===== config.mk =====
export PLATFORM = sky130hd
export DESIGN_NAME = pifo_tree_scheduler
export DESIGN_NICKNAME = d
export VERILOG_FILES = /design/src/rtl/pifo_tree_scheduler_pkg.sv /design/src/rtl/pifo_tree_scheduler_arb.sv /design/src/rtl/pifo_tree_scheduler.sv
export SDC_FILE = /design/constraint.sdc
export NUM_CORES = 1
export LEC_CHECK = 0
export BUFFER_PORTS_ARGS = -buffer_cell sky130_fd_sc_hd__buf_2
export CAP_MARGIN = 20
export CORE_MARGIN = 2
export CORE_UTILIZATION = 40
export DETAILED_ROUTE_END_ITERATION = 8
export PLACE_DENSITY = 0.67
export SLEW_MARGIN = 20
export SYNTH_ARGS = -nofsm -noshare
export SYNTH_HDL_FRONTEND = slang
export SYNTH_HIERARCHICAL = 1
export SYNTH_SLANG_ARGS = --single-unit

===== constraint.sdc =====
create_clock -name i_clk -period 6.7 [get_ports i_clk]
set_input_delay 0.335 -clock i_clk [delete_from_list [all_inputs] [get_ports i_clk]]
set_output_delay 0.335 -clock i_clk [all_outputs]
set_load 0.005 [all_outputs]

===== src/rtl/pifo_tree_scheduler_pkg.sv =====
// pifo_sched_pkg: shared types and width helpers for the PIFO tree scheduler.
package pifo_sched_pkg;
   typedef enum logic {OP_PUSH, OP_POP} op_e;
   localparam int MAX_TIW = 8;
   function automatic int tiw(input int n);
      return (n > 1) ? $clog2(n) : 1;
   endfunction
   function automatic int cw(input int cap);
      return $clog2(cap + 1);
   endfunction
   typedef struct packed {
      logic               vld;
      logic [MAX_TIW-1:0] id;
   } tag_t;
endpackage


===== src/rtl/pifo_tree_scheduler_arb.sv =====
// rr_arbiter: first eligible requester at or after the pointer, with next pointer.
module rr_arbiter #(
   parameter int N  = 4,
   parameter int PW = 2
) (
   input  logic [N-1:0]  i_elig,
   input  logic [PW-1:0] i_ptr,
   output logic [N-1:0]  o_gnt,
   output logic [PW-1:0] o_next
);
   logic [PW-1:0] w_idx;
   logic          w_found;
   always_comb begin
      o_gnt   = '0;
      o_next  = i_ptr;
      w_found = 1'b0;
      w_idx   = '0;
      for (int i = 0; i < N; i++) begin
         w_idx = PW'((int'(i_ptr) + i) % N);
         if (!w_found && i_elig[w_idx]) begin
            o_gnt[w_idx] = 1'b1;
            o_next       = PW'((int'(w_idx) + 1) % N);
            w_found      = 1'b1;
         end
      end
   end
endmodule


===== src/rtl/pifo_tree_scheduler.sv =====
// pifo_tree_scheduler: round-robin sharing of one PIFO level port among NREQ trees,
// with per-tree occupancy tracking and pop-data return routing.
module pifo_tree_scheduler
   import pifo_sched_pkg::*;
#(
   parameter  int NREQ    = 4,
   parameter  int PTW     = 8,
   parameter  int CAP     = 16,
   parameter  int POP_LAT = 2,
   localparam int TIW     = tiw(NREQ),
   localparam int CW      = cw(CAP)
) (
   input  logic                i_clk,
   input  logic                i_rst,
   input  logic [NREQ-1:0]     i_req_push,
   input  logic [NREQ-1:0]     i_req_pop,
   input  logic [NREQ*PTW-1:0] i_req_data,
   output logic [NREQ-1:0]     o_gnt,
   output logic                o_gnt_pop,
   output logic [NREQ-1:0]     o_rsp_valid,
   output logic [PTW-1:0]      o_rsp_data,
   output logic [NREQ*CW-1:0]  o_occ,
   output logic                o_push,
   output logic                o_pop,
   output logic [PTW-1:0]      o_push_data,
   output logic [TIW-1:0]      o_tree_id,
   input  logic [PTW-1:0]      i_pop_data,
   input  logic                i_task_fifo_full
);
   logic [CW-1:0]   r_occ [NREQ];
   logic [TIW-1:0]  r_ptr, r_tree_id, w_next, w_win;
   logic            r_push, r_pop, w_any;
   logic [PTW-1:0]  r_push_data;
   logic [NREQ-1:0] w_pop_ok, w_push_ok, w_gnt;
   op_e             w_op;
   tag_t            r_tag [POP_LAT];
   tag_t            w_tag_out;

   always_comb begin
      w_pop_ok  = '0;
      w_push_ok = '0;
      o_occ     = '0;
      for (int r = 0; r < NREQ; r++) begin
         w_pop_ok[r]         = i_req_pop[r] && r_occ[r] != '0;
         w_push_ok[r]        = i_req_push[r] && r_occ[r] != CW'(CAP) && !i_task_fifo_full;
         o_occ[r*CW +: CW]   = r_occ[r];
      end
   end

   rr_arbiter #(.N(NREQ), .PW(TIW)) u_arb (
      .i_elig (w_pop_ok | w_push_ok),
      .i_ptr  (r_ptr),
      .o_gnt  (w_gnt),
      .o_next (w_next)
   );

   always_comb begin
      w_win = '0;
      for (int r = 0; r < NREQ; r++)
         if (w_gnt[r]) w_win = TIW'(r);
   end

   // pop wins over a simultaneous push on the same tree
   assign w_any     = |w_gnt;
   assign w_op      = |(w_gnt & w_pop_ok) ? OP_POP : OP_PUSH;
   assign o_gnt     = w_gnt;
   assign o_gnt_pop = w_any && w_op == OP_POP;

   always_ff @(posedge i_clk) begin
      if (i_rst) begin
         r_ptr       <= '0;
         r_push      <= 1'b0;
         r_pop       <= 1'b0;
         r_push_data <= '0;
         r_tree_id   <= '0;
         for (int r = 0; r < NREQ; r++) r_occ[r] <= '0;
         for (int i = 0; i < POP_LAT; i++) r_tag[i] <= '0;
      end else begin
         if (w_any) begin
            r_ptr        <= w_next;
            r_occ[w_win] <= (w_op == OP_POP) ? r_occ[w_win] - CW'(1) : r_occ[w_win] + CW'(1);
         end
         r_push      <= w_any && w_op == OP_PUSH;
         r_pop       <= w_any && w_op == OP_POP;
         r_push_data <= (w_any && w_op == OP_PUSH) ? i_req_data[w_win*PTW +: PTW] : '0;
         r_tree_id   <= w_any ? w_win : '0;
         r_tag[0]    <= '{vld: r_pop, id: MAX_TIW'(r_tree_id)};
         for (int i = 1; i < POP_LAT; i++) r_tag[i] <= r_tag[i-1];
      end
   end

   assign o_push      = r_push;
   assign o_pop       = r_pop;
   assign o_push_data = r_push_data;
   assign o_tree_id   = r_tree_id;
   assign w_tag_out   = r_tag[POP_LAT-1];
   assign o_rsp_valid = w_tag_out.vld ? NREQ'(1) << w_tag_out.id[TIW-1:0] : '0;
   assign o_rsp_data  = w_tag_out.vld ? i_pop_data : '0;
endmodule


==> out/metrics.cfg <==
[final_layout]
syn_to_final_growth_pct=23.74
fin_cells=462
diodes=0
drive_gt1_frac=0.3717
seqCellArea_sq_mm=0.001001
post-route-util=0.5056
final_cell_mix=99 x buf_2, 41 x nor2_1, 23 x nand2_1
nNetsFinal=442
final_common_cell=buf_2
fillCellCount=626
multiInputGateArea_sq_mm=0.001609

[timing]
skew_ns=0.005197
tns_ns=0
hold_violations=0
tightestPinTransition_ns=1.049
finalCritPeriodShare=0.8155
fin_crit_ns=5.464
rsz0062_at_grt=no
slew-limit-headroom=0.2977
slew_violations=0
setup_viol=0
clock.fmax_mhz=183.0

[yosys]
synth.area.mux_share=0.1049
yosysUniqueCellTypes=52
ys_seq_area_frac=0.3666
yosysTopAreaCellShare=0.2200
synth_adder_area_share=0.04858
synth_area_sq_mm=0.002730
synth_edf_count=20
synth-simple-area-share=0.2621
yosysWarnings=6
ys.flop_type=edfxtp_1
syn_inst=290
synthXorXnorAreaFrac=0.01558
synth_top_area_cell=edfxtp_1
synth_compound_area_frac=0.1581
synth_top_family_by_area=simple AND/OR/NAND/NOR gates
synth-seq-cells=40
postSynth.asyncResetShare=0
avgSynthCellArea_sq_um=9.414
ys_top_cells_by_area=edfxtp_1 22%, dfxtp_1 15%, mux2i_1 6.2%, nor2_1 5.6%, ha_1 4.1%
syn_nets=351

[clock_tree]
ctsResizeCount=0
root_buffer=clkbuf_8
cts_buffer_depth=2
post_cts_buffers=0
clkTransAtPathRegs_ns=0.08
cts-hold-fix-buffers=0
cts-buffers-inserted=5
cts.sink_count=40
clk_latency_ns=0.30
cts_tree=done
htreeDepth=2

[routing]
drt-initial-drc-count=143
antenna_left=0
drcViolationCount=0
vias=2428
viasPerCell=5.255
routed_wl_um=6820
drtPass1Iterations=4
wl_per_cell_um=14.76

[pwr]
power.total_uw=2072
p_leak_uw=0.001515
p_per_area_mw_per_mm2=613.2
ir_drop_uv=480.1

[global_routing]
grt_pass1_vias=2192
grtUsageTotal=0.1807
grt_max_degree=30
grt_overflow=0
antenna_found_initial=0
grt_pass1_wl_um=10700

[placed_design]
gp_congestion=0.8578
port_buffers=99
placed_cells=454
dp_hpwl_um=5349

[worst_setup_path]
worst_ep_required_time_ns=6.75
crit_type=reg -> reg
worst_setup_path_start_kind=register
worst_r2r_path_depth=17
end_kind=register
cp.arrival_ns=5.51
path_max_fanout=11

[job]
drv_cap=0

[floorplanning]
die_area_sq_mm=0.007502
initial_core_util=0.4086
rows=30
die_h_um=86.62
die_w_um=86.62
coreArea_sq_mm=0.006681
boundaryPins=100

[hold_path]
hp-class=in -> reg
whs_path_depth=4

[run_status]
status=complete, no violations

-- logic make-up (layout without fill, tap and decap cells) --
family          Yosys count  after routing
fa+ha+maj                10             10
buf+inv                  27            119
simple gates            124            124
compound gates           62             62
flops                    40             40
xor+xnor                  4              4
mux                      23             23
-- critical path, cell delays in order (launching register included) --
cell and delay, ns:
edfxtp_1 0.42, or4_4 0.59, nor3b_1 0.23, a21oi_1 0.18, mux4_2 0.65, nor2b_1 0.29
a22oi_1 0.11, o211ai_1 0.84, mux2i_1 0.27, nor2_1 0.06, a21oi_1 0.14, o21ai_0 0.15
fa_1 0.47, a21o_1 0.20, a21oi_1 0.17, xnor2_1 0.18, xnor2_2 0.17, nor2_1 0.08
-- layout make-up --
cell class                 count  share of cell area
inverter                       9             0.01000
clock inverter                 1            0.002593
tap                           80             0.02963
timing repair buffer         102              0.1533
sequential                    40              0.2963
multi-input combinational    223              0.4763
clock buffer                   7             0.03185
-- registers in the layout, indices dropped and copies added (netlist names) --
register / count
r_occ: 20
o_push_data: 8
r_tag: 6
o_tree_id: 2
r_ptr: 2
o_pop: 1
o_push: 1
-- cell usage after synthesis (all sizes together), types with 3 or more instances --
| cell type | instances |
|---|---|
| nor2 | 41 |
| nand2 | 23 |
| nor2b | 22 |
| dfxtp | 20 |
| edfxtp | 20 |
| o21ai | 20 |
| a21oi | 17 |
| mux2i | 17 |
| and2 | 9 |
| buf | 9 |
| clkbuf | 9 |
| ha | 9 |
| inv | 9 |
| o211ai | 8 |
| nand2b | 6 |
| nor3b | 5 |
| a211oi | 4 |
| a22oi | 4 |
| mux4 | 4 |
| or4 | 4 |
| a221oi | 3 |
| or2 | 3 |
| xnor2 | 3 |
-- stage by stage --
stage	cell area (sq um)	hold WS, ns	worst slack, ns
floorplan	2730	0.4066	1.846
global placement	3262	0.4267	1.480
detailed placement	3262	0.4299	1.300
CTS	3378	0.3425	1.224
global route	3378	0.3698	0.7828
finish	3378	0.3428	1.236
-- final timing paths --
kind | startpoint | endpoint | slack, ns
worst max-delay path | r_occ[3][3]$_DFFE_PP_ | r_occ[2][4]$_SDFFCE_PN0P_ | 1.24
worst min-delay path | i_req_data[26] | o_push_data[2]$_SDFF_PP0_ | 0.34
worst max register to register | r_occ[3][3]$_DFFE_PP_ | r_occ[2][4]$_SDFFCE_PN0P_ | 1.24
worst min register to register | r_tag[0][1]$_SDFF_PP0_ | r_tag[0][10]$_SDFF_PP0_ | 0.44
-- metal layers --
layer | track usage | share of wire | vias to the layer above
met4 | 0.05256 | 0.015 | 0
met2 | 0.3105 | 0.51 | 68
met3 | 0.04381 | 0.053 | 9
met5 | 0 | 0 | -
li1 | - | - | 1214
met1 | 0.2253 | 0.42 | 1137
-- power breakdown --
group	switching, uW	internal, uW
logic	831	579
registers	79.9	388
clock network	86.8	107
total	998	1070
Note: power is estimated with default switching activity, not from simulation.
